==> src/rtl/pc_sequencer.sv <==
// Fetch-PC generator: selects exception, branch, jump, deferred-redirect or sequential next PC,
// defers redirects that arrive during a stall, and rejects misaligned targets to the exception vector.
module pc_sequencer #(
  parameter int              XLEN         = 32,
  parameter logic [XLEN-1:0] RESET_VECTOR = 32'h0,
  parameter logic [XLEN-1:0] EXC_VECTOR   = 32'h80,
  parameter int              PC_STEP      = 4,
  parameter int              ALIGN_BITS   = 2
) (
  input  logic            clk,
  input  logic            reset,
  input  logic            stall,
  input  logic            exc_en,
  input  logic            branch_taken,
  input  logic [XLEN-1:0] branch_target,
  input  logic            jump_en,
  input  logic [XLEN-1:0] jump_target,
  output logic [XLEN-1:0] pc,
  output logic            pc_valid,
  output logic            flush,
  output logic            misalign_err,
  output logic            redirect_pending
);

  typedef enum logic [1:0] {
    BOOT = 2'd0,
    RUN  = 2'd1,
    HOLD = 2'd2
  } state_t;

  // Built as a mask so ALIGN_BITS = 0 (no alignment requirement) stays legal.
  localparam logic [XLEN-1:0] ALIGN_MASK = (XLEN'(1) << ALIGN_BITS) - XLEN'(1);
  localparam logic [XLEN-1:0] STEP       = XLEN'(PC_STEP);

  state_t          state_q, state_d;
  logic [XLEN-1:0] pc_q, pc_d;
  logic [XLEN-1:0] pend_q, pend_d;
  logic            pend_br_q, pend_br_d;
  logic            flush_q, flush_d;
  logic            mis_q, mis_d;

  logic            apply;
  logic [XLEN-1:0] target;

  always_comb begin
    // NOTE: every combinational output gets a default first so no path can infer a latch.
    state_d   = state_q;
    pc_d      = pc_q;
    pend_d    = pend_q;
    pend_br_d = pend_br_q;
    flush_d   = 1'b0;
    mis_d     = 1'b0;
    apply     = 1'b0;
    target    = pend_q;

    if (exc_en) begin
      pc_d      = EXC_VECTOR;
      flush_d   = 1'b1;
      state_d   = RUN;
      pend_d    = '0;
      pend_br_d = 1'b0;
    end else begin
      unique case (state_q)
        BOOT: state_d = RUN;

        RUN: begin
          if (stall) begin
            if (branch_taken) begin
              pend_d    = branch_target;
              pend_br_d = 1'b1;
              state_d   = HOLD;
            end else if (jump_en) begin
              pend_d    = jump_target;
              pend_br_d = 1'b0;
              state_d   = HOLD;
            end
          end else if (branch_taken) begin
            apply  = 1'b1;
            target = branch_target;
          end else if (jump_en) begin
            apply  = 1'b1;
            target = jump_target;
          end else begin
            pc_d = pc_q + STEP;
          end
        end

        HOLD: begin
          if (stall) begin
            // A jump never displaces a deferred branch; a branch displaces anything.
            if (branch_taken) begin
              pend_d    = branch_target;
              pend_br_d = 1'b1;
            end else if (jump_en && !pend_br_q) begin
              pend_d = jump_target;
            end
          end else begin
            apply     = 1'b1;
            target    = branch_taken ? branch_target :
                        jump_en      ? jump_target   : pend_q;
            state_d   = RUN;
            pend_br_d = 1'b0;
          end
        end

        default: state_d = BOOT;
      endcase
    end

    if (apply) begin
      flush_d = 1'b1;
      if ((target & ALIGN_MASK) != '0) begin
        pc_d  = EXC_VECTOR;
        mis_d = 1'b1;
      end else begin
        pc_d = target;
      end
    end
  end

  // NOTE: sequential state uses non-blocking assignments so every register samples pre-edge values.
  always_ff @(posedge clk or posedge reset) begin
    if (reset) begin
      state_q   <= BOOT;
      pc_q      <= RESET_VECTOR;
      // NOTE: the pending target is reset too, so a discarded redirect can never leak out after reset.
      pend_q    <= '0;
      pend_br_q <= 1'b0;
      flush_q   <= 1'b0;
      mis_q     <= 1'b0;
    end else begin
      state_q   <= state_d;
      pc_q      <= pc_d;
      pend_q    <= pend_d;
      pend_br_q <= pend_br_d;
      flush_q   <= flush_d;
      mis_q     <= mis_d;
    end
  end

  assign pc               = pc_q;
  assign pc_valid         = (state_q != BOOT);
  assign flush            = flush_q;
  assign misalign_err     = mis_q;
  assign redirect_pending = (state_q == HOLD);

endmodule

==> config.mk <==
export PLATFORM = sky130hd
export DESIGN_NAME = pc_sequencer
export DESIGN_NICKNAME = d
export VERILOG_FILES = /design/src/rtl/pc_sequencer.sv
export SDC_FILE = /design/constraint.sdc
export NUM_CORES = 1
export LEC_CHECK = 0
export CAP_MARGIN = 30
export CORE_ASPECT_RATIO = 1.4
export CORE_MARGIN = 5
export CORE_UTILIZATION = 55
export DETAILED_ROUTE_END_ITERATION = 7
export PLACE_DENSITY_LB_ADDON = 0.15
export SYNTH_ARGS = -nofsm -noshare
export SYNTH_HDL_FRONTEND = slang
export SYNTH_SLANG_ARGS = --single-unit
export TNS_END_PERCENT = 1
==> constraint.sdc <==
create_clock -name clk -period 3.5 [get_ports clk]
set_input_delay 0.875 -clock clk [delete_from_list [all_inputs] [get_ports clk]]
set_output_delay 0.875 -clock clk [all_outputs]
set_load 0.02 [all_outputs]
==> results of run 1 <==
-- power groups by stage --
stage / sequential (mW) / combinational [mW] / clock (mW)
2_1_floorplan: 1.20 / 0.710 / 0
3_3_place_gp: 1.16 / 1.21 / 0
3_5_place_dp: 1.17 / 1.25 / 0
4_1_cts: 1.16 / 1.26 / 0.876
5_1_grt: 1.19 / 1.37 / 0.909
6_report: 1.17 / 1.27 / 0.872
-- flip-flops by register name (all words and copies together) (netlist names) --
register / flops
pend_q: 32
misalign_err: 1
pend_br_q: 1
flush: 1
state_q: 2
pc: 32
-- final timing paths --
kind / end / startpoint / cells past startpoint
min: pend_q[10] / pend_q[10] / 2
max: pc[23] / stall / 6
min in group asynchronous: pend_q[12] / reset / 3
min reg2reg: pend_q[10] / pend_q[10] / 2
max reg2reg: pc[23] / state_q[0] / 8
max in group asynchronous: pc[16] / reset / 3
-- synth_stat cells, types with 9 or more instances --
cell type / count
dfrtp_1: 69
nand2_1: 48
nor2_1: 43
mux2i_1: 38
a211oi_1: 27
nand3_1: 27
o21ai_0: 24
a21oi_1: 23
nor2b_1: 23
o41ai_1: 23
clkbuf_1: 21
buf_2: 12
a211o_1: 11
o311ai_0: 11
a31oi_1: 9
nand2b_1: 9
nor3_1: 9
-- cell type report --
class | count | area share
Multi-Input combinational cell | 409 | 0.4469
Sequential cell | 69 | 0.2831
Timing Repair Buffer | 119 | 0.1970
Clock buffer | 14 | 0.04493
Tap cell | 102 | 0.02093
Inverter | 10 | 0.006360
Clock inverter | 1 | 0.0008207
-- routing by layer --
layer  vias up  track usage  wire, um
met2       298       0.4434      7177
met5         -            0         0
met1      2375       0.3976      6172
met3        47      0.05732      1445
li1       2230            -         -
met4         0       0.1276       550
-- logic make-up (layout without fill, tap and decap cells) --
logic type / count (synthesis) / count (layout) / share of synthesized area
and+or+nand+nor: 195 / 195 / 0.2124
AOI/OAI and AO/OA: 171 / 171 / 0.2723
DFF: 69 / 69 / 0.3691
buffers and inverters: 53 / 144 / 0.05162
muxes: 38 / 38 / 0.08130
adders and majority gates: 5 / 5 / 0.01337
-- critical path, delay by kind of cell --
kind	cells	cell delay, ns
AOI/OAI and AO/OA	2	0.50
buffers and inverters	2	0.84
and+or+nand+nor	2	0.94
-- per-stage QoR --
| step | power (mW) | utilization |
|---|---|---|
| 5_1_grt | 3.472 | 0.7395 |
| 2_1_floorplan | 1.912 | - |
| 3_3_place_gp | 2.364 | 0.7057 |
| 3_5_place_dp | 2.413 | 0.7057 |
| 6_report | 3.313 | 0.7395 |
| 4_1_cts | 3.300 | 0.7395 |
==> impl_metrics.yaml, run 1 <==
logic_synthesis:
  synth_ff_type: "dfrtp_1"
  postSynth.asyncResetShare: 1.000
  netlist_top_cells_area: "dfrtp_1 37%, mux2i_1 8.1%, a211oi_1 4.3%"
  syn_nets: 606
  synth_warnings: 0
  synth-seq-area-share: 0.3691
  yosys.area.top_type: "dfrtp_1"
  postSynthAreaPerCell_um2: 8.810
  yosysUniqueCellTypes: 51
  synth_seq_cells: 69
  syn_area_um2: 4678
  syn-instance-count: 531
  synth-edff-count: 0
  netlist.area_leader.share: 0.3691
global_routing:
  track_usage: 0.2906
  grt_pass1_vias: 4822
  grt-ovfl-total: 0
  grt_pass1_wl_um: 24050
  grt_max_degree: 70
  antenna_found_initial: 0
clock_network:
  clk_pin_slew_ns: 0.06
  htree_levels: 3
  cts_tree: "built"
  clock_latency_ns: 0.33
  cts-buffers-inserted: 9
  clock_sinks: 69
  clk_path_buf_depth: 2
  ctsResizeCount: 0
  cts_hold_buf: 0
  post_cts_buffers: 0
  cts_root_buffer: "clkbuf_16"
cells_and_area:
  stdcell_area_um2: 6098
  layout_commonest_cell: "clkdlybuf4s50_1"
  syn2layout_area_growth_pct: 30.36
  register_area_um2: 1727
  instances_no_fill: 724
  layout_common_cells: "104 x clkdlybuf4s50_1, 69 x dfrtp_1, 48 x nand2_1, 41 x nor2_1, 38 x mux2i_1"
  multi_input_area_um2: 2725
  final_nets: 693
  fillers: 596
  antenna_cells: 0
  drive_gt1_frac: 0.06109
placed_design:
  dp_hpwl_um: 10450
  io_buffers: 105
  place_congestion: 0.9453
  post-place-ws_ns: 0.2311
  dp_cells: 709
  placed_area_um2: 5819
timing:
  worstMarginPinSlew_ns: 0.9016
  setup_viol: 0
  post-route-period-util: 0.8441
  setup_slack_ns: 0.5455
  slew_violations: 0
  timing.hold.ws_ns: 0.5003
  period_minus_slack_ns: 2.954
  maxClockFrequency_mhz: 338.5
  slew_headroom: 0.3989
  clock_skew_ns: 0.004996
  report.final.hold_viol_count: 0
  fin_tns_setup_ns: 0
  grt_setup_unrepaired: "false"
power:
  clkPwrFrac: 0.263
  peakVddDrop_uv: 528.5
  power_density_nw_per_um2: 543.3
  power.internal_mw: 2.057
  p_comb_frac: 0.384
  power.net_switching_mw: 1.256
  sw_frac_of_total: 0.3792
  seqPwrFrac: 0.353
  p_leak_nw: 2.426
worst_hold_path:
  hold_class: "register to register"
drt:
  ant_nets: 0
  num_vias: 4950
  dr.pass1.iters: 5
  vias_per_cell: 6.837
  drc_errors: 0
  routed_wl_um: 15350
  drt-initial-drc-count: 400
  wl_per_cell_um: 21.19
flow_run:
  maxCapViolCount: 0
critical_path:
  cp_slowest_cell: "or4_4"
  cp.required_ns: 3.72
  arrival_ns: 3.17
  critical_path_class: "primary input to register"
  r2r_slack_ns: 0.62
  cp-end-kind: "register"
  critPathMaxFanout: 27
  startpoint_type: "primary input"
  path_cells: "clkdlybuf4s50_1, or4_4, and2_1, clkinv_2, o21ai_0, a221o_1"
  max_stage_delay_ns: 0.63
floorplanning:
  io_pins: 106
  die_area_um2: 10480
  fp.dieW_um: 87.95
  num_rows: 39
  start_util: 0.5673
  die_y_um: 119.1
  core_um2: 8247
outcome:
  status: "finished, final reports clean"
Note: power is estimated with default switching activity, not from simulation.
==> inputs of run 2 (changes only) <==
- CORE_UTILIZATION: 55 -> 51
- clock period: 3.5 -> 2.8 ns (I/O delays scaled with it)
==> run 2 against run 1 <==
Clock-buffer cell count fell by 4; combinational power rose by 30%; sequential cell count did not move; design area rose by 2.7%; clock skew barely moved; hold slack improved by 0.0056 ns; highest routed layer unchanged; clock power rose by 24%; setup slack got worse by 0.42 ns; wire length rose by 0.72%; sequential power rose by 25%; sequential share of layout area fell by 0.76 points.
==> impl_metrics.yaml, run 2 (synthesis results as in run 1) <==
timing:
  setup_viol: 0
  slew_violations: 0
  post-route-period-util: 0.9549
  setup_slack_ns: 0.1263
  clock_skew_ns: 0.004629
  worstMarginPinSlew_ns: 0.5386
  slew_headroom: 0.6390
  report.final.hold_viol_count: 0
  grt_setup_unrepaired: "false"
  maxClockFrequency_mhz: 374.0
  period_minus_slack_ns: 2.674
floorplanning:
  die_y_um: 123.3
  io_pins: 106
  num_rows: 41
  start_util: 0.5211
  core_um2: 8977
  fp.dieW_um: 90.95
  die_area_um2: 11220
cells_and_area:
  syn2layout_area_growth_pct: 33.94
  stdcell_area_um2: 6266
  antenna_cells: 0
  layout_common_cells: "104 x clkdlybuf4s50_1, 69 x dfrtp_1, 48 x nand2_1, 41 x nor2_1, 38 x mux2i_1"
  final_nets: 711
  drive_gt1_frac: 0.09360
  register_area_um2: 1727
  multi_input_area_um2: 2728
  layout_commonest_cell: "clkdlybuf4s50_1"
  fillers: 718
global_routing:
  track_usage: 0.2795
  grt_pass1_wl_um: 25300
  grt-ovfl-total: 0
  antenna_found_initial: 0
  grt_max_degree: 70
  grt_pass1_vias: 4830
power:
  peakVddDrop_uv: 700.4
  p_leak_nw: 2.520
  power_density_nw_per_um2: 669.8
  p_total_mw: 4.197
placed_design:
  place_congestion: 0.9075
  dp_hpwl_um: 10880
  io_buffers: 105
  placed_area_um2: 5986
  post-place-ws_ns: -0.09153
clock_network:
  cts_root_buffer: "clkbuf_16"
  clock_latency_ns: 0.34
  clk_path_buf_depth: 2
  clock_sinks: 69
  cts-buffers-inserted: 9
  ctsResizeCount: 0
  clk_pin_slew_ns: 0.06
  post_cts_buffers: 0
  cts_tree: "built"
  cts_hold_buf: 0
  htree_levels: 3
worst_hold_path:
  whs_endpoint: "pend_q[4]"
  whs_path_depth: 2
  min-delay-start: "pend_q[4]"
  hold_class: "register to register"
critical_path:
  cp-end-kind: "output pin"
  critical_path_class: "register to output pin"
  max_stage_delay_ns: 0.61
  worstRegToRegCells: 8
  cp.required_ns: 2.10
  rr_endpoint: "pc[23]"
  path_cells: "inv_1, ha_2, buf_4, clkdlybuf4s50_1"
  critPathMaxFanout: 9
  cp_slowest_cell: "clkdlybuf4s50_1"
  r2r_start: "state_q[0]"
  startpoint_type: "register"
  arrival_ns: 1.97
  cp_num_buf_inv: 3
  r2r_slack_ns: 0.30
  cp_num_cells: 4
  critPathTopFamily: "buffers and inverters"
drt:
  num_vias: 4926
  vias_per_cell: 6.586
  routed_wl_um: 15460
  drc_errors: 0
  wl_per_cell_um: 20.66
  ant_nets: 0
  dr.pass1.iters: 5
  drt-initial-drc-count: 379
outcome:
  status: "finished, final reports clean"
flow_run:
  maxCapViolCount: 0
run 2: layer usage:
layer,up-vias,track usage,wire length (um)
met4,0,0.1128,408
li1,2265,-,-
met5,-,0,0
met1,2417,0.3796,6440
met2,211,0.4260,7425
met3,33,0.07243,1180
run 2: worst reg2reg max path, cell delays in order, from the launching register on:
cell and delay (ns):
dfrtp_1 0.39, inv_1 0.10, ha_1 0.34, inv_1 0.05
or4_4 0.53, or3_1 0.33, buf_4 0.20, a211oi_1 0.31
a221o_1 0.18
run 2: layout make-up:
type	instances	area share
Multi-Input combinational cell	409	0.4353
Timing Repair Buffer	137	0.2173
Sequential cell	69	0.2756
Clock inverter	6	0.006190
Tap cell	107	0.02137
Clock buffer	10	0.03814
Inverter	10	0.006190
run 2: worst max-delay path by stage:
stage                            start          endpoint
final                       state_q[0]  redirect_pending
after global placement    branch_taken            pc[23]
after detailed placement  branch_taken            pc[23]
after global routing      branch_taken            pc[23]
after CTS                   state_q[0]  redirect_pending
after floorplan                  reset             flush
run 2: stage by stage:
step	TNS (ns)	hold slack (ns)	cells	utilization
finish	0	0.5059	748	0.6980
CTS	0	0.5045	748	0.6977
global route	0	0.5349	748	0.6980
floorplan	0	0.4655	531	-
global placement	-0.05869	0.4775	732	0.6668
detailed placement	-0.7462	0.4914	732	0.6668
run 2: report_power, final:
part	total (mW)	internal, mW	switching, mW
combinational	1.65	0.754	0.899
clock	1.08	0.620	0.462
sequential	1.46	1.21	0.250
total	4.20	2.59	1.61
